==> src/rtl/bcd_seg7_scan_if.sv <==
// Bus between the BCD converter side and the seven-segment scanner.
// The master drives the capture strobe and data; the slave drives the display pins.
interface bcd_seg7_scan_if #(
   parameter int N_DIG = 8
) ();
   logic                 load;
   logic [4*N_DIG-1:0]   dig_in;
   logic [N_DIG-1:0]     dp_in;
   logic [N_DIG-1:0]     an;
   logic [6:0]           seg;
   logic                 dp;
   logic                 frame_tick;

   modport master (
      output load, dig_in, dp_in,
      input  an, seg, dp, frame_tick
   );

   modport slave (
      input  load, dig_in, dp_in,
      output an, seg, dp, frame_tick
   );
endinterface

==> src/rtl/bcd_seg7_scan.sv <==
// Time-multiplexed seven-segment scanner: captures BCD digits on load, commits them only
// at frame boundaries, blanks leading zeros. The first frame after reset is shown dark.
module bcd_seg7_scan #(
   parameter int N_DIG       = 8,
   parameter int REFRESH_DIV = 50000,
   parameter bit ACTIVE_LOW  = 1'b1,
   parameter bit BLANK_LZ    = 1'b1
) (
   input  logic           clk,
   input  logic           rst_n,
   bcd_seg7_scan_if.slave bus
);

   localparam int CNT_W = (REFRESH_DIV > 1) ? $clog2(REFRESH_DIV) : 1;
   localparam int IDX_W = $clog2(N_DIG);
   localparam logic [CNT_W-1:0] CNT_LAST = CNT_W'(REFRESH_DIV - 1);
   localparam logic [IDX_W-1:0] IDX_LAST = IDX_W'(N_DIG - 1);
   localparam logic POL = ACTIVE_LOW;

   typedef enum logic {
      CAP_IDLE,
      CAP_PENDING
   } cap_state_t;

   cap_state_t cap_state, cap_state_nxt;

   logic [CNT_W-1:0]   cnt;
   logic [IDX_W-1:0]   idx;
   logic               slot_end;
   logic               wrap;
   logic               commit;
   logic               started;

   logic [4*N_DIG-1:0] shadow;
   logic [N_DIG-1:0]   shadow_dp;
   logic [4*N_DIG-1:0] active;
   logic [N_DIG-1:0]   active_dp;

   logic [N_DIG-1:0]   upper_zero;
   logic [3:0]         cur_dig;
   logic               cur_dp;
   logic               cur_upper;
   logic               blank;

   logic [N_DIG-1:0]   an_on;
   logic [6:0]         seg_on;
   logic               dp_on;

   logic [N_DIG-1:0]   an_q;
   logic [6:0]         seg_q;
   logic               dp_q;

   function automatic logic [6:0] seg_decode(input logic [3:0] v);
      logic [6:0] s;
      case (v)
         4'd0:    s = 7'h3F;
         4'd1:    s = 7'h06;
         4'd2:    s = 7'h5B;
         4'd3:    s = 7'h4F;
         4'd4:    s = 7'h66;
         4'd5:    s = 7'h6D;
         4'd6:    s = 7'h7D;
         4'd7:    s = 7'h07;
         4'd8:    s = 7'h7F;
         4'd9:    s = 7'h6F;
         default: s = 7'h40;
      endcase
      return s;
   endfunction

   assign slot_end = (cnt == CNT_LAST);
   assign wrap     = slot_end && (idx == IDX_LAST);

   always_ff @(posedge clk or negedge rst_n) begin
      if (!rst_n) begin
         cnt <= '0;
         idx <= '0;
      end else if (slot_end) begin
         cnt <= '0;
         idx <= (idx == IDX_LAST) ? '0 : idx + 1'b1;
      end else begin
         cnt <= cnt + 1'b1;
      end
   end

   always_ff @(posedge clk or negedge rst_n) begin
      if (!rst_n) begin
         cap_state <= CAP_IDLE;
      end else begin
         cap_state <= cap_state_nxt;
      end
   end

   // A load on the boundary cycle wins over the commit, deferring it by one frame.
   always_comb begin
      cap_state_nxt = cap_state;
      commit        = 1'b0;
      case (cap_state)
         CAP_IDLE: begin
            if (bus.load) begin
               cap_state_nxt = CAP_PENDING;
            end
         end
         CAP_PENDING: begin
            if (!bus.load && wrap) begin
               commit        = 1'b1;
               cap_state_nxt = CAP_IDLE;
            end
         end
         default: begin
            cap_state_nxt = CAP_IDLE;
         end
      endcase
   end

   always_ff @(posedge clk or negedge rst_n) begin
      if (!rst_n) begin
         shadow    <= '0;
         shadow_dp <= '0;
         active    <= '0;
         active_dp <= '0;
         started   <= 1'b0;
      end else begin
         if (bus.load) begin
            shadow    <= bus.dig_in;
            shadow_dp <= bus.dp_in;
         end
         if (commit) begin
            active    <= shadow;
            active_dp <= shadow_dp;
         end
         if (wrap) begin
            started <= 1'b1;
         end
      end
   end

   always_comb begin : lz_scan
      logic run;
      run        = 1'b1;
      upper_zero = '0;
      for (int i = N_DIG - 1; i >= 0; i--) begin
         run           = run & (active[4*i +: 4] == 4'd0);
         upper_zero[i] = run;
      end
   end

   always_comb begin
      cur_dig   = '0;
      cur_dp    = 1'b0;
      cur_upper = 1'b0;
      for (int i = 0; i < N_DIG; i++) begin
         if (idx == IDX_W'(i)) begin
            cur_dig   = active[4*i +: 4];
            cur_dp    = active_dp[i];
            cur_upper = upper_zero[i];
         end
      end
   end

   assign blank = BLANK_LZ && (idx != '0) && cur_upper;

   // A blanked digit keeps its anode on only so that its decimal point can still light.
   always_comb begin
      an_on  = '0;
      seg_on = '0;
      dp_on  = 1'b0;
      if (started) begin
         for (int i = 0; i < N_DIG; i++) begin
            if ((idx == IDX_W'(i)) && (!blank || cur_dp)) begin
               an_on[i] = 1'b1;
            end
         end
         if (!blank) begin
            seg_on = seg_decode(cur_dig);
         end
         dp_on = cur_dp;
      end
   end

   always_ff @(posedge clk or negedge rst_n) begin
      if (!rst_n) begin
         an_q  <= {N_DIG{POL}};
         seg_q <= {7{POL}};
         dp_q  <= POL;
      end else begin
         an_q  <= an_on ^ {N_DIG{POL}};
         seg_q <= seg_on ^ {7{POL}};
         dp_q  <= dp_on ^ POL;
      end
   end

   assign bus.an         = an_q;
   assign bus.seg        = seg_q;
   assign bus.dp         = dp_q;
   assign bus.frame_tick = wrap;

endmodule
==> src/flat_wrapper.sv <==
// flat-port wrapper written by rule: the top's interface ports become plain ports
module bcd_seg7_scan_flat 
#(
   parameter int N_DIG       = 8,
   parameter int REFRESH_DIV = 50000,
   parameter bit ACTIVE_LOW  = 1'b1,
   parameter bit BLANK_LZ    = 1'b1
)
  (clk, rst_n, bus_load, bus_dig_in, bus_dp_in, bus_an, bus_seg, bus_dp, bus_frame_tick);
  bcd_seg7_scan_if #(.N_DIG(N_DIG)) bus_i ();
  input  logic clk;
  input  logic rst_n;
  input wire logic [$bits(bus_i.load)-1:0] bus_load;
  input wire logic [$bits(bus_i.dig_in)-1:0] bus_dig_in;
  input wire logic [$bits(bus_i.dp_in)-1:0] bus_dp_in;
  output wire logic [$bits(bus_i.an)-1:0] bus_an;
  output wire logic [$bits(bus_i.seg)-1:0] bus_seg;
  output wire logic [$bits(bus_i.dp)-1:0] bus_dp;
  output wire logic [$bits(bus_i.frame_tick)-1:0] bus_frame_tick;
  assign bus_i.load = bus_load;
  assign bus_i.dig_in = bus_dig_in;
  assign bus_i.dp_in = bus_dp_in;
  assign bus_an = bus_i.an;
  assign bus_seg = bus_i.seg;
  assign bus_dp = bus_i.dp;
  assign bus_frame_tick = bus_i.frame_tick;
  bcd_seg7_scan #(.N_DIG(N_DIG), .REFRESH_DIV(REFRESH_DIV), .ACTIVE_LOW(ACTIVE_LOW), .BLANK_LZ(BLANK_LZ)) u_core (.clk(clk), .rst_n(rst_n), .bus(bus_i));
endmodule
==> config.mk <==
export PLATFORM = sky130hd
export DESIGN_NAME = bcd_seg7_scan_flat
export DESIGN_NICKNAME = d
export VERILOG_FILES = /design/src/rtl/bcd_seg7_scan_if.sv /design/src/rtl/bcd_seg7_scan.sv /design/src/flat_wrapper.sv
export SDC_FILE = /design/constraint.sdc
export NUM_CORES = 1
export LEC_CHECK = 0
export ABC_AREA = 1
export BUFFER_PORTS_ARGS = -buffer_cell sky130_fd_sc_hd__buf_2
export CAP_MARGIN = 40
export CORE_MARGIN = 1.5
export CORE_UTILIZATION = 35
export DETAILED_ROUTE_END_ITERATION = 7
export GPL_TIMING_DRIVEN = 0
export HOLD_SLACK_MARGIN = 0.02
export SLEW_MARGIN = 20
export SYNTH_ARGS = -nofsm -noshare
export SYNTH_HDL_FRONTEND = slang
export SYNTH_SLANG_ARGS = --single-unit
export TNS_END_PERCENT = 50
==> constraint.sdc <==
create_clock -name clk -period 6.55 [get_ports clk]
set_input_delay 0.3275 -clock clk [delete_from_list [all_inputs] [get_ports clk]]
set_output_delay 0.3275 -clock clk [all_outputs]
set_load 0.03 [all_outputs]
==> impl_metrics.ini, run 1 <==
[critical_path]
category_of_the_worst_setup_path_capture_point = flop
cpLargestDelayFamily = simple AND/OR/NAND/NOR gates
worstRegToRegCells = 11
worst-setup-path-type = reg -> reg
cpPeakStageDelay_ns = 0.38
critical_path_buf_inv_count = 3
timing.critical_path.cells = ha_1 -> ha_1 -> clkinv_1 -> or2_2 -> nand2_1 -> inv_1 -> ha_1 -> inv_1 -> nand3_1 -> nand3_1 -> nand4_1
worst-path-stages = 11
crit_path_max_fanout = 10
slowest_stage = sky130_fd_sc_hd__or2_2
worstPathRequired_ns = 6.87
worst_ep_arrival_time_ns = 2.96
timing.critical_path.from_type = flop
critPathMostFrequentCell = sky130_fd_sc_hd__ha_1

[cts]
number_of_buffers_added_by_the_clock_tree_synthesis_step = 17
cts_max_path_buffers = 2
tritoncts = done
clk_root_buffer_cell = sky130_fd_sc_hd__clkbuf_16
clk_latency_ns = 0.42
cts.sink_count = 117
htree_levels = 4
post_cts_resized = 0
clk_transition_reported_paths_ns = 0.06
postCtsSetupRepairBufs = 0

[logic_synthesis]
syn_nets = 692
synthesis.area_per_instance_um2 = 8.493
largest_family_of_logic_cells_by_synthesized_area = simple AND/OR/NAND/NOR gates
ys_warn_count = 0
synth_seq_cells = 117
post_synth_inst_count = 637
synth.yosys.seq_area_share_pct = 54.49
yosys.area.top_type = sky130_fd_sc_hd__dfrtp_1
area_fraction_in_compound_gates_after_synthesis_pct = 9.690
synth_fa_ha_area_share_pct = 2.775
async_flop_share_pct = 100.0
postSynth.topFlopCell = sky130_fd_sc_hd__dfrtp_1
ys_top_cells_by_area = sky130_fd_sc_hd__dfrtp_1 47%, sky130_fd_sc_hd__nand2_1 11%, sky130_fd_sc_hd__dfstp_2 7.8%, sky130_fd_sc_hd__o21ai_0 7.7%, sky130_fd_sc_hd__inv_1 6.7%
synth_edf_count = 0
synth_xor_xnor_area_share_pct = 0.9713
yosys.cell_types.count = 34
synth_largest_type_area_fraction_pct = 46.72
multiplexer_fraction_of_the_synthesized_cell_area_pct = 0
post_synth_and_or_nand_nor_area_fraction_pct = 23.15
syn_area_mm2 = 0.005410

[die]
fp.dieArea_mm2 = 0.01621
core_area_mm2 = 0.01515
floorplan.die.width_um = 127.3
num_rows = 45
io_pins = 60
starting_density_of_the_core_pct = 35.72
floorplan.die.height_um = 127.3

[global_route]
grt_usage_pct = 16.05
number_of_antenna_violations_at_the_first_check_in_global_routing = 0
overflow = 0
grt_pass1_vias = 4024
largest_net_degree_at_the_start_of_global_routing = 67
grt_first_pass_wirelength_um = 20090

[sta]
hold_slack_ns = 0.1136
report.final.hold_viol_count = 0
final_slew_violations = 0
max_slew_margin_pct = 62.29
fmaxAchievable_mhz = 379.1
unrepaired_setup_endpoints_after_global_routing = false
clock-skew-final_ns = 0.01062
setup_total_negative_slack_ns = 0
tightest_slew_ns = 0.5657
setup_violations = 0
finalCriticalPeriod_ns = 2.638
layout_setup_ws_ns = 3.912
post-route-period-util_pct = 40.28

[pwr]
power_per_cell_area_mw_per_mm2 = 256.8
peakVddDrop_uv = 195.9
cellLeakagePower_uw = 0.003252
power_uw = 1677

[cells_and_area]
layout_overhead_on_the_synthesized_area_pct = 20.74
finalNetCount = 771
share_of_layout_cells_above_drive_strength_1_pct = 18.38
antenna_cells = 0
finish.cell_count_without_fillers = 917

[route]
drtAntennaViolNets = 0
drt_iter0_drc = 295
drt_first_pass_iters = 4
vias = 4176
detail_route.vias_per_cell = 4.554
routed_wl_um = 11620
detail_route.wl_per_cell_um = 12.67
drcViolationCount = 0

[job]
maxCapViolCount = 0

[min_path]
min_path_cells = 3
timing.hold.worst.class = in -> reg

[placement]
place.detailed.instances = 884
gp_congestion = 0.8023
place_hpwl_um = 8274
buffer_ports.inserted = 58
dp_worst_setup_slack_ns = 3.939

[run_status]
outcome = completed
layer usage:
layer  routed length [um]  global-route usage [%]  vias to the layer above
met4                   93                   7.152                        0
met2                 5205                   23.69                       73
li1                     -                       -                     2174
met3                  436                   4.774                        7
met5                    0                       0                        -
met1                 5884                   21.85                     1922
flip-flops by register name (all words and copies together) (netlist names):
name,count
u_core.active_dp,8
u_core.cnt,16
u_core.bus.seg,7
u_core.idx,3
u_core.shadow_dp,8
u_core.cap_state,1
u_core.active,32
u_core.bus.an,8
u_core.shadow,32
u_core.started,1
u_core.bus.dp,1
Yosys cell counts, types with 5 or more instances:
master                     instances
sky130_fd_sc_hd__nand2_1         157
sky130_fd_sc_hd__dfrtp_1         101
sky130_fd_sc_hd__inv_1            96
sky130_fd_sc_hd__o21ai_0          83
sky130_fd_sc_hd__nor2_1           40
sky130_fd_sc_hd__nand3_1          38
sky130_fd_sc_hd__clkbuf_1         16
sky130_fd_sc_hd__dfstp_2          16
sky130_fd_sc_hd__ha_1             12
sky130_fd_sc_hd__nand4_1          10
sky130_fd_sc_hd__nand2_2           8
sky130_fd_sc_hd__nor3_1            7
sky130_fd_sc_hd__o21ai_1           6
sky130_fd_sc_hd__xor2_1            6
sky130_fd_sc_hd__nor4_1            5
placed cells by master (no fill, tap or decap), types with 2 or more instances in the layout:
master and instances:
sky130_fd_sc_hd__nand2_1 157, sky130_fd_sc_hd__dfrtp_1 101, sky130_fd_sc_hd__inv_1 96, sky130_fd_sc_hd__o21ai_0 83, sky130_fd_sc_hd__buf_2 61, sky130_fd_sc_hd__nor2_1 40
sky130_fd_sc_hd__nand3_1 38, sky130_fd_sc_hd__clkbuf_1 18, sky130_fd_sc_hd__clkbuf_16 17, sky130_fd_sc_hd__dfstp_2 16, sky130_fd_sc_hd__ha_1 12, sky130_fd_sc_hd__nand4_1 10
sky130_fd_sc_hd__nand2_2 8, sky130_fd_sc_hd__nor3_1 7, sky130_fd_sc_hd__xor2_1 6, sky130_fd_sc_hd__o21ai_1 6, sky130_fd_sc_hd__nor4_1 5, sky130_fd_sc_hd__a21oi_1 4
sky130_fd_sc_hd__or2_2 4, sky130_fd_sc_hd__clkinvlp_4 4, sky130_fd_sc_hd__clkinv_2 4, sky130_fd_sc_hd__buf_6 3, sky130_fd_sc_hd__nor2_4 3, sky130_fd_sc_hd__inv_6 2
sky130_fd_sc_hd__a211oi_1 2, sky130_fd_sc_hd__inv_2 2, sky130_fd_sc_hd__o211ai_1 2, sky130_fd_sc_hd__nand3_4 2, sky130_fd_sc_hd__or2_1 2, sky130_fd_sc_hd__clkinv_4 2
kinds of logic (layout without fill, tap and decap cells):
| family | Yosys count | in the layout |
|---|---|---|
| xor+xnor | 6 | 6 |
| simple gates | 280 | 280 |
| flops | 117 | 117 |
| fa+ha+maj | 12 | 12 |
| buf+inv | 122 | 214 |
| compound gates | 100 | 100 |
final timing paths:
check / slack (ns) / endpoint / start
max in group asynchronous: 5.43 / u_core.shadow[15] / rst_n
min in group asynchronous: 0.44 / u_core.cnt[7] / rst_n
worst min register to register: 0.47 / u_core.cnt[0] / u_core.cnt[0]
worst max-delay path: 3.91 / u_core.bus.seg[3] / u_core.idx[0]
worst min-delay path: 0.11 / u_core.shadow_dp[5] / bus_dp_in[5]
worst max register to register: 3.91 / u_core.bus.seg[3] / u_core.idx[0]
through the flow:
step / util, % / area [um2]
floorplan: - / 5410
detailed placement: 39.41 / 5969
global placement: 39.19 / 5936
global route: 43.13 / 6533
finish: 43.13 / 6533
CTS: 43.13 / 6533
power by group:
part | total, uW | internal (uW) | leakage [uW] | switching (uW)
clock network | 860 | 529 | 0.000262 | 331
logic | 66.4 | 22.0 | 0.00150 | 44.4
registers | 751 | 746 | 0.00149 | 5.38
total | 1680 | 1300 | 0.00325 | 380
what timing repair did:
item | 4_1_cts | 5_1_grt
hold endpoints to repair | 38 | 0
setup endpoints to repair | 0 | 0
hold buffers | 1 | 0
tightest hold or removal path, stage by stage:
cell and delay (ns):
sky130_fd_sc_hd__buf_2 0.07, sky130_fd_sc_hd__nand2_1 0.04, sky130_fd_sc_hd__o21ai_0 0.05
layout make-up:
| type | instances | area [um2] |
|---|---|---|
| multi-input cells | 398 | 1979 |
| flip-flops and latches | 117 | 2948 |
| clock buffers | 20 | 446.7 |
| plain buffers | 22 | 102.6 |
| repair buffers | 60 | 334.1 |
| inverters | 100 | 380.4 |
| well taps | 188 | 235.2 |
| fillers | 1514 | 8613 |
| clock inverters | 12 | 106.4 |
Note: power is estimated with default switching activity, not from simulation.
==> run 2: changes to the inputs <==
Settings changed: ABC_AREA 1 to 0.
Clock period 6.55 ns to 2.1 ns, I/O delays scaled along.
==> impl_metrics.ini, run 2 <==
[route]
routed_wl_um = 12710
drt_first_pass_iters = 4
vias = 3899
drtAntennaViolNets = 0
detail_route.wl_per_cell_um = 16.47
drcViolationCount = 0
drt_iter0_drc = 143
detail_route.vias_per_cell = 5.051

[cells_and_area]
layout_top_registers = u_core.active: 32 flops, u_core.shadow: 32 flops, u_core.cnt: 16 flops
final_cell_area_mm2 = 0.007706
share_of_layout_cells_above_drive_strength_1_pct = 46.92
layout_overhead_on_the_synthesized_area_pct = 41.13
commonest_non_fill_non_tap_cell_in_the_layout = sky130_fd_sc_hd__dfrtp_1
commonest_cells_after_routing_fill_and_taps_aside = 98 x sky130_fd_sc_hd__dfrtp_1, 56 x sky130_fd_sc_hd__buf_2, 41 x sky130_fd_sc_hd__dlygate4sd3_1
fillers = 1337
finalNetCount = 629
antenna_cells = 0

[die]
floorplan.die.height_um = 127.9
fp.dieArea_mm2 = 0.01636
starting_density_of_the_core_pct = 35.92
num_rows = 45
floorplan.die.width_um = 127.9
io_pins = 60
core_area_mm2 = 0.01520

[pwr]
cellLeakagePower_uw = 0.003516
power_per_cell_area_mw_per_mm2 = 675.0
peakVddDrop_uv = 500.4
p_comb_share_pct = 4.9
power_frac_clock_pct = 49.3
netSwitchingFraction_pct = 20.76
power.internal_uw = 4122
power.net_switching_uw = 1080
pwr-share-seq_pct = 45.8

[placement]
place_hpwl_um = 8482
placed_cell_area_mm2 = 0.006152
gp_congestion = 0.8719
buffer_ports.inserted = 58

[run_status]
violations = negative setup slack
outcome = finished, violations left

[sta]
layout_setup_ws_ns = -0.3367
unrepaired_setup_endpoints_after_global_routing = true
finalCriticalPeriod_ns = 2.437
fmaxAchievable_mhz = 410.4
max_slew_margin_pct = 57.94
post-route-period-util_pct = 116.0
setup_total_negative_slack_ns = -11.55
clock-skew-final_ns = 0.006105
hold_slack_ns = 0.1805
setup_violations = 50
tightest_slew_ns = 0.6309
final_slew_violations = 0
report.final.hold_viol_count = 0

[critical_path]
startpoint = u_core.idx[0]
worst-setup-path-type = reg -> reg
cpPeakStageDelay_ns = 0.46
timing.critical_path.from_type = flop
critPathMostFrequentCell = sky130_fd_sc_hd__ha_4
critical_path_buf_inv_count = 3
cpLargestDelayFamily = compound AO/OA/AOI/OAI gates
worst_r2r_startpoint = u_core.idx[0]
rr_endpoint = u_core.bus.seg[0]
worstPathRequired_ns = 2.42
worst_ep_arrival_time_ns = 2.76
category_of_the_worst_setup_path_capture_point = flop
reg2reg_setup_slack_ns = -0.34
worstRegToRegCells = 12
slowest_stage = sky130_fd_sc_hd__dfrtp_2
timing.critical_path.cells = ha_4 -> ha_4 -> clkbuf_16 -> buf_8 -> a2111oi_4 -> o22ai_2 -> a21oi_4 -> inv_2 -> ha_4 -> and3_4 -> a211oi_4 -> o21ai_1
crit_path_max_fanout = 4

[global_route]
grt_first_pass_wirelength_um = 20980
overflow = 0
grt_pass1_vias = 4049
number_of_antenna_violations_at_the_first_check_in_global_routing = 0
largest_net_degree_at_the_start_of_global_routing = 68
grt_usage_pct = 16.66

[logic_synthesis]
synth_xor_xnor_area_share_pct = 2.085
synth_seq_cells = 117
post_synth_inst_count = 430
syn_area_mm2 = 0.005460
synthesis.area_per_instance_um2 = 12.70
post_synth_and_or_nand_nor_area_fraction_pct = 11.89
largest_family_of_logic_cells_by_synthesized_area = multiplexers
ys_top_cells_by_area = sky130_fd_sc_hd__dfrtp_1 46%, sky130_fd_sc_hd__mux2_4 11%, sky130_fd_sc_hd__mux2_2 8.2%, sky130_fd_sc_hd__dfstp_2 7.7%, sky130_fd_sc_hd__ha_1 2.7%
multiplexer_fraction_of_the_synthesized_cell_area_pct = 19.25
yosys.cell_types.count = 55
synth.cells.most_frequent = 101 x sky130_fd_sc_hd__dfrtp_1, 40 x sky130_fd_sc_hd__mux2_2, 40 x sky130_fd_sc_hd__mux2_4
async_flop_share_pct = 100.0
synth_edf_count = 0
ys_warn_count = 0
yosysMostFrequentCell = sky130_fd_sc_hd__dfrtp_1
synth_fa_ha_area_share_pct = 2.750
synth_largest_type_area_fraction_pct = 46.29
synth.yosys.seq_area_share_pct = 53.99
postSynth.topFlopCell = sky130_fd_sc_hd__dfrtp_1
area_fraction_in_compound_gates_after_synthesis_pct = 7.287
yosys.area.top_type = sky130_fd_sc_hd__dfrtp_1
syn_nets = 485

[cts]
number_of_buffers_added_by_the_clock_tree_synthesis_step = 17
clk_transition_reported_paths_ns = 0.05
cts.sink_count = 117
clk_latency_ns = 0.41
tritoncts = done
cts_max_path_buffers = 2
clk_root_buffer_cell = sky130_fd_sc_hd__clkbuf_16
htree_levels = 4

[min_path]
hold_end = u_core.shadow[9]
min_from = bus_load
timing.hold.worst.class = in -> reg
min_path_cells = 2

[job]
maxCapViolCount = 0
run 2: area by class of cell:
class                      instances  area [um2]  area share [%]
clock buffer                      24       501.7           6.511
clock inverter                     5       25.02          0.3247
tap                              188       235.2           3.052
sequential                       117        2952           38.30
multi-input combinational        281        2694           34.96
inverter                          11       53.80          0.6982
buffer                            20       217.7           2.825
timing repair buffer             126        1027           13.33
run 2: stage by stage:
stage | setup slack [ns] | power (uW) | cells | utilization [%]
floorplan | -0.1772 | 2497 | 430 | -
global placement | -0.6942 | 2601 | 676 | 40.25
detailed placement | -0.7345 | 2622 | 677 | 40.47
CTS | -0.3769 | 5272 | 766 | 49.12
global route | -0.4171 | 5408 | 772 | 50.69
finish | -0.3367 | 5202 | 772 | 50.69
run 2: kinds of logic after synthesis:
family,Yosys count
DFF,117
and+or+nand+nor,116
muxes,80
AOI/OAI and AO/OA,60
buffers and inverters,32
xor gates and xnor gates,13
adders and majority gates,12
run 2: repair_timing:
action                                  4_1_cts  5_1_grt
endpoints found under the hold margin        90        0
setup buffers                                17        6
pin swaps                                    11       14
resized for setup                            40       43
cloned                                        2        1
hold buffers                                 41        0
endpoints found under the setup margin       66       55
run 2: power by group through the flow:
stage	logic [uW]	registers (uW)	clock network [uW]
6_report	254	2380	2570
5_1_grt	282	2390	2730
3_3_place_gp	185	2420	0
2_1_floorplan	96.9	2400	0
4_1_cts	260	2380	2630
3_5_place_dp	201	2420	0
run 2: how the worst max path moves through the flow:
stage	slack (ns)	end	depth (start not counted)
after global placement	-0.69	u_core.bus.seg[4]	8
final	-0.34	u_core.bus.seg[0]	12
after global routing	-0.42	u_core.bus.seg[3]	12
after floorplan	-0.18	u_core.active[0]	7
after detailed placement	-0.73	u_core.bus.seg[0]	9
after CTS	-0.38	u_core.bus.seg[0]	12
run 2: worst register-to-register path: cells and delay by family (launching register included):
| family | cells | cell delay [ns] |
|---|---|---|
| adders and majority gates | 3 | 0.53 |
| and+or+nand+nor | 1 | 0.15 |
| buffers and inverters | 3 | 0.36 |
| AOI/OAI and AO/OA | 5 | 0.83 |
| DFF | 1 | 0.46 |
run 2: layer usage:
metal  up-vias  global-route usage, %  wire (um)
met5         -                      0          0
met4         0                  6.874        213
met3        15                  3.840        487
met2        92                  25.62       5938
met1      1965                  22.73       6072
li1       1827                      -          -
==> run 3: changes to the inputs <==
Settings changed: REMOVE_ABC_BUFFERS set to 1.
==> impl_metrics.ini, run 3 (synthesis gave the netlist of run 2 again) <==
[run_status]
outcome = finished, violations left
violations = negative setup slack

[sta]
layout_setup_ws_ns = -0.3013
post-route-period-util_pct = 114.3
report.final.hold_viol_count = 0
max_slew_margin_pct = 50.52
finalCriticalPeriod_ns = 2.401
setup_violations = 55
clock-skew-final_ns = 0.009902
tightest_slew_ns = 0.7422
final_slew_violations = 0
fmaxAchievable_mhz = 416.4
unrepaired_setup_endpoints_after_global_routing = true

[global_route]
largest_net_degree_at_the_start_of_global_routing = 61
grt_usage_pct = 17.02
grt_first_pass_wirelength_um = 21180
number_of_antenna_violations_at_the_first_check_in_global_routing = 0
grt_pass1_vias = 4077
overflow = 0

[cells_and_area]
share_of_layout_cells_above_drive_strength_1_pct = 48.63
layout_top_registers = u_core.active: 32 flops, u_core.shadow: 32 flops, u_core.cnt: 16 flops
layout_overhead_on_the_synthesized_area_pct = 42.62
fillers = 1306
antenna_cells = 0
commonest_non_fill_non_tap_cell_in_the_layout = sky130_fd_sc_hd__dfrtp_1
finalNetCount = 626
commonest_cells_after_routing_fill_and_taps_aside = 98 x sky130_fd_sc_hd__dfrtp_1, 57 x sky130_fd_sc_hd__buf_2, 41 x sky130_fd_sc_hd__dlygate4sd3_1
final_core_utilization_pct = 51.23
finish.cell_count_without_fillers = 772

[critical_path]
category_of_the_worst_setup_path_capture_point = flop
startpoint = u_core.idx[1]
worstRegToRegCells = 12
reg2reg_setup_slack_ns = -0.30
timing.critical_path.from_type = flop
worstPathRequired_ns = 2.45
crit_path_max_fanout = 7
worst_r2r_startpoint = u_core.idx[1]
worst-setup-path-type = reg -> reg
critPathCapture = u_core.bus.seg[6]
worst_ep_arrival_time_ns = 2.75
rr_endpoint = u_core.bus.seg[6]

[pwr]
power_per_cell_area_mw_per_mm2 = 720.0
netSwitchingFraction_pct = 19.72
power.internal_uw = 4501
power.net_switching_uw = 1106
power_frac_clock_pct = 52.8
pwr-share-seq_pct = 42.5
peakVddDrop_uv = 616.1
cellLeakagePower_uw = 0.003506
p_comb_share_pct = 4.7

[placement]
buffer_ports.inserted = 59
gp_congestion = 0.8325
place.detailed.instances = 658
place_hpwl_um = 7560

[die]
starting_density_of_the_core_pct = 35.92
fp.dieArea_mm2 = 0.01636
floorplan.die.width_um = 127.9
num_rows = 45
io_pins = 60
floorplan.die.height_um = 127.9
core_area_mm2 = 0.01520

[route]
drt_first_pass_iters = 4
vias = 3938
drt_iter0_drc = 182
detail_route.vias_per_cell = 5.101
detail_route.wl_per_cell_um = 16.80
drcViolationCount = 0
routed_wl_um = 12970
drtAntennaViolNets = 0

[cts]
tritoncts = done
cts.sink_count = 117
number_of_buffers_added_by_the_clock_tree_synthesis_step = 17
cts_max_path_buffers = 2
htree_levels = 4
clk_latency_ns = 0.42
clk_transition_reported_paths_ns = 0.05
clk_root_buffer_cell = sky130_fd_sc_hd__clkbuf_16

[min_path]
timing.hold.worst.class = in -> async

[job]
maxCapViolCount = 0
==> run 3: per-stage QoR <==
stage	total power, uW	hold slack [ns]	instance area, um2	setup slack, ns	setup TNS (ns)
after floorplan	2485	-0.1906	5351	-0.8763	-39.88
after global placement	2602	0.3416	5882	-1.646	-104.28
after detailed placement	2625	0.1176	5943	-1.654	-66.77
after CTS	5684	0.2254	7551	-0.2945	-10.62
after global routing	5812	0.2729	7787	-0.4027	-15.56
final	5607	0.2327	7787	-0.3013	-12.45
==> run 3: worst min path at each step <==
stage	end	cells past startpoint
2_1_floorplan	u_core.active[0]	0
3_5_place_dp	u_core.cnt[4]	1
5_1_grt	u_core.cnt[7]	2
3_3_place_gp	u_core.shadow[23]	2
4_1_cts	u_core.cnt[2]	2
6_report	u_core.started	2
==> run 3: area by class of cell <==
type                       instances  area, um2  share of cell area (%)
multi-input combinational        287       2821                   36.23
sequential                       117       2954                   37.93
clock inverter                     2      60.06                  0.7712
timing repair buffer             137       1107                   14.22
inverter                          11      55.05                  0.7069
tap                              188      235.2                   3.021
clock buffer                      30      554.3                   7.118
==> run 3: metal layers <==
layer	wire [um]	vias to the layer above	GRT usage [%]
li1	-	1836	-
met1	5827	1987	21.52
met3	604	17	4.508
met2	6314	98	27.64
met4	223	0	7.138
met5	0	-	0
==> run 3: timing repair <==
action	in CTS	in global routing
cloned	5	1
setup endpoints to repair	59	55
hold buffers	41	0
gates resized for setup	73	30
hold endpoints to repair	97	0
pin swaps	22	23
setup buffers	29	6
==> run 3: power groups by stage <==
stage	logic (uW)	clock network, uW	registers (uW)
global route	291	3130	2390
floorplan	84.7	0	2400
finish	262	2960	2380
CTS	268	3030	2380
global placement	184	0	2420
detailed placement	204	0	2420
==> run 3: critical path, stage by stage, from the launching register on <==
cell	delay (ns)
sky130_fd_sc_hd__dfrtp_1	0.42
sky130_fd_sc_hd__buf_6	0.14
sky130_fd_sc_hd__ha_4	0.18
sky130_fd_sc_hd__buf_6	0.14
sky130_fd_sc_hd__nor3b_1	0.14
sky130_fd_sc_hd__o31ai_2	0.25
sky130_fd_sc_hd__nand3_1	0.12
sky130_fd_sc_hd__a21oi_2	0.24
sky130_fd_sc_hd__buf_4	0.17
sky130_fd_sc_hd__ha_4	0.12
sky130_fd_sc_hd__o21a_1	0.13
sky130_fd_sc_hd__o21ba_4	0.16
sky130_fd_sc_hd__o21ai_2	0.13
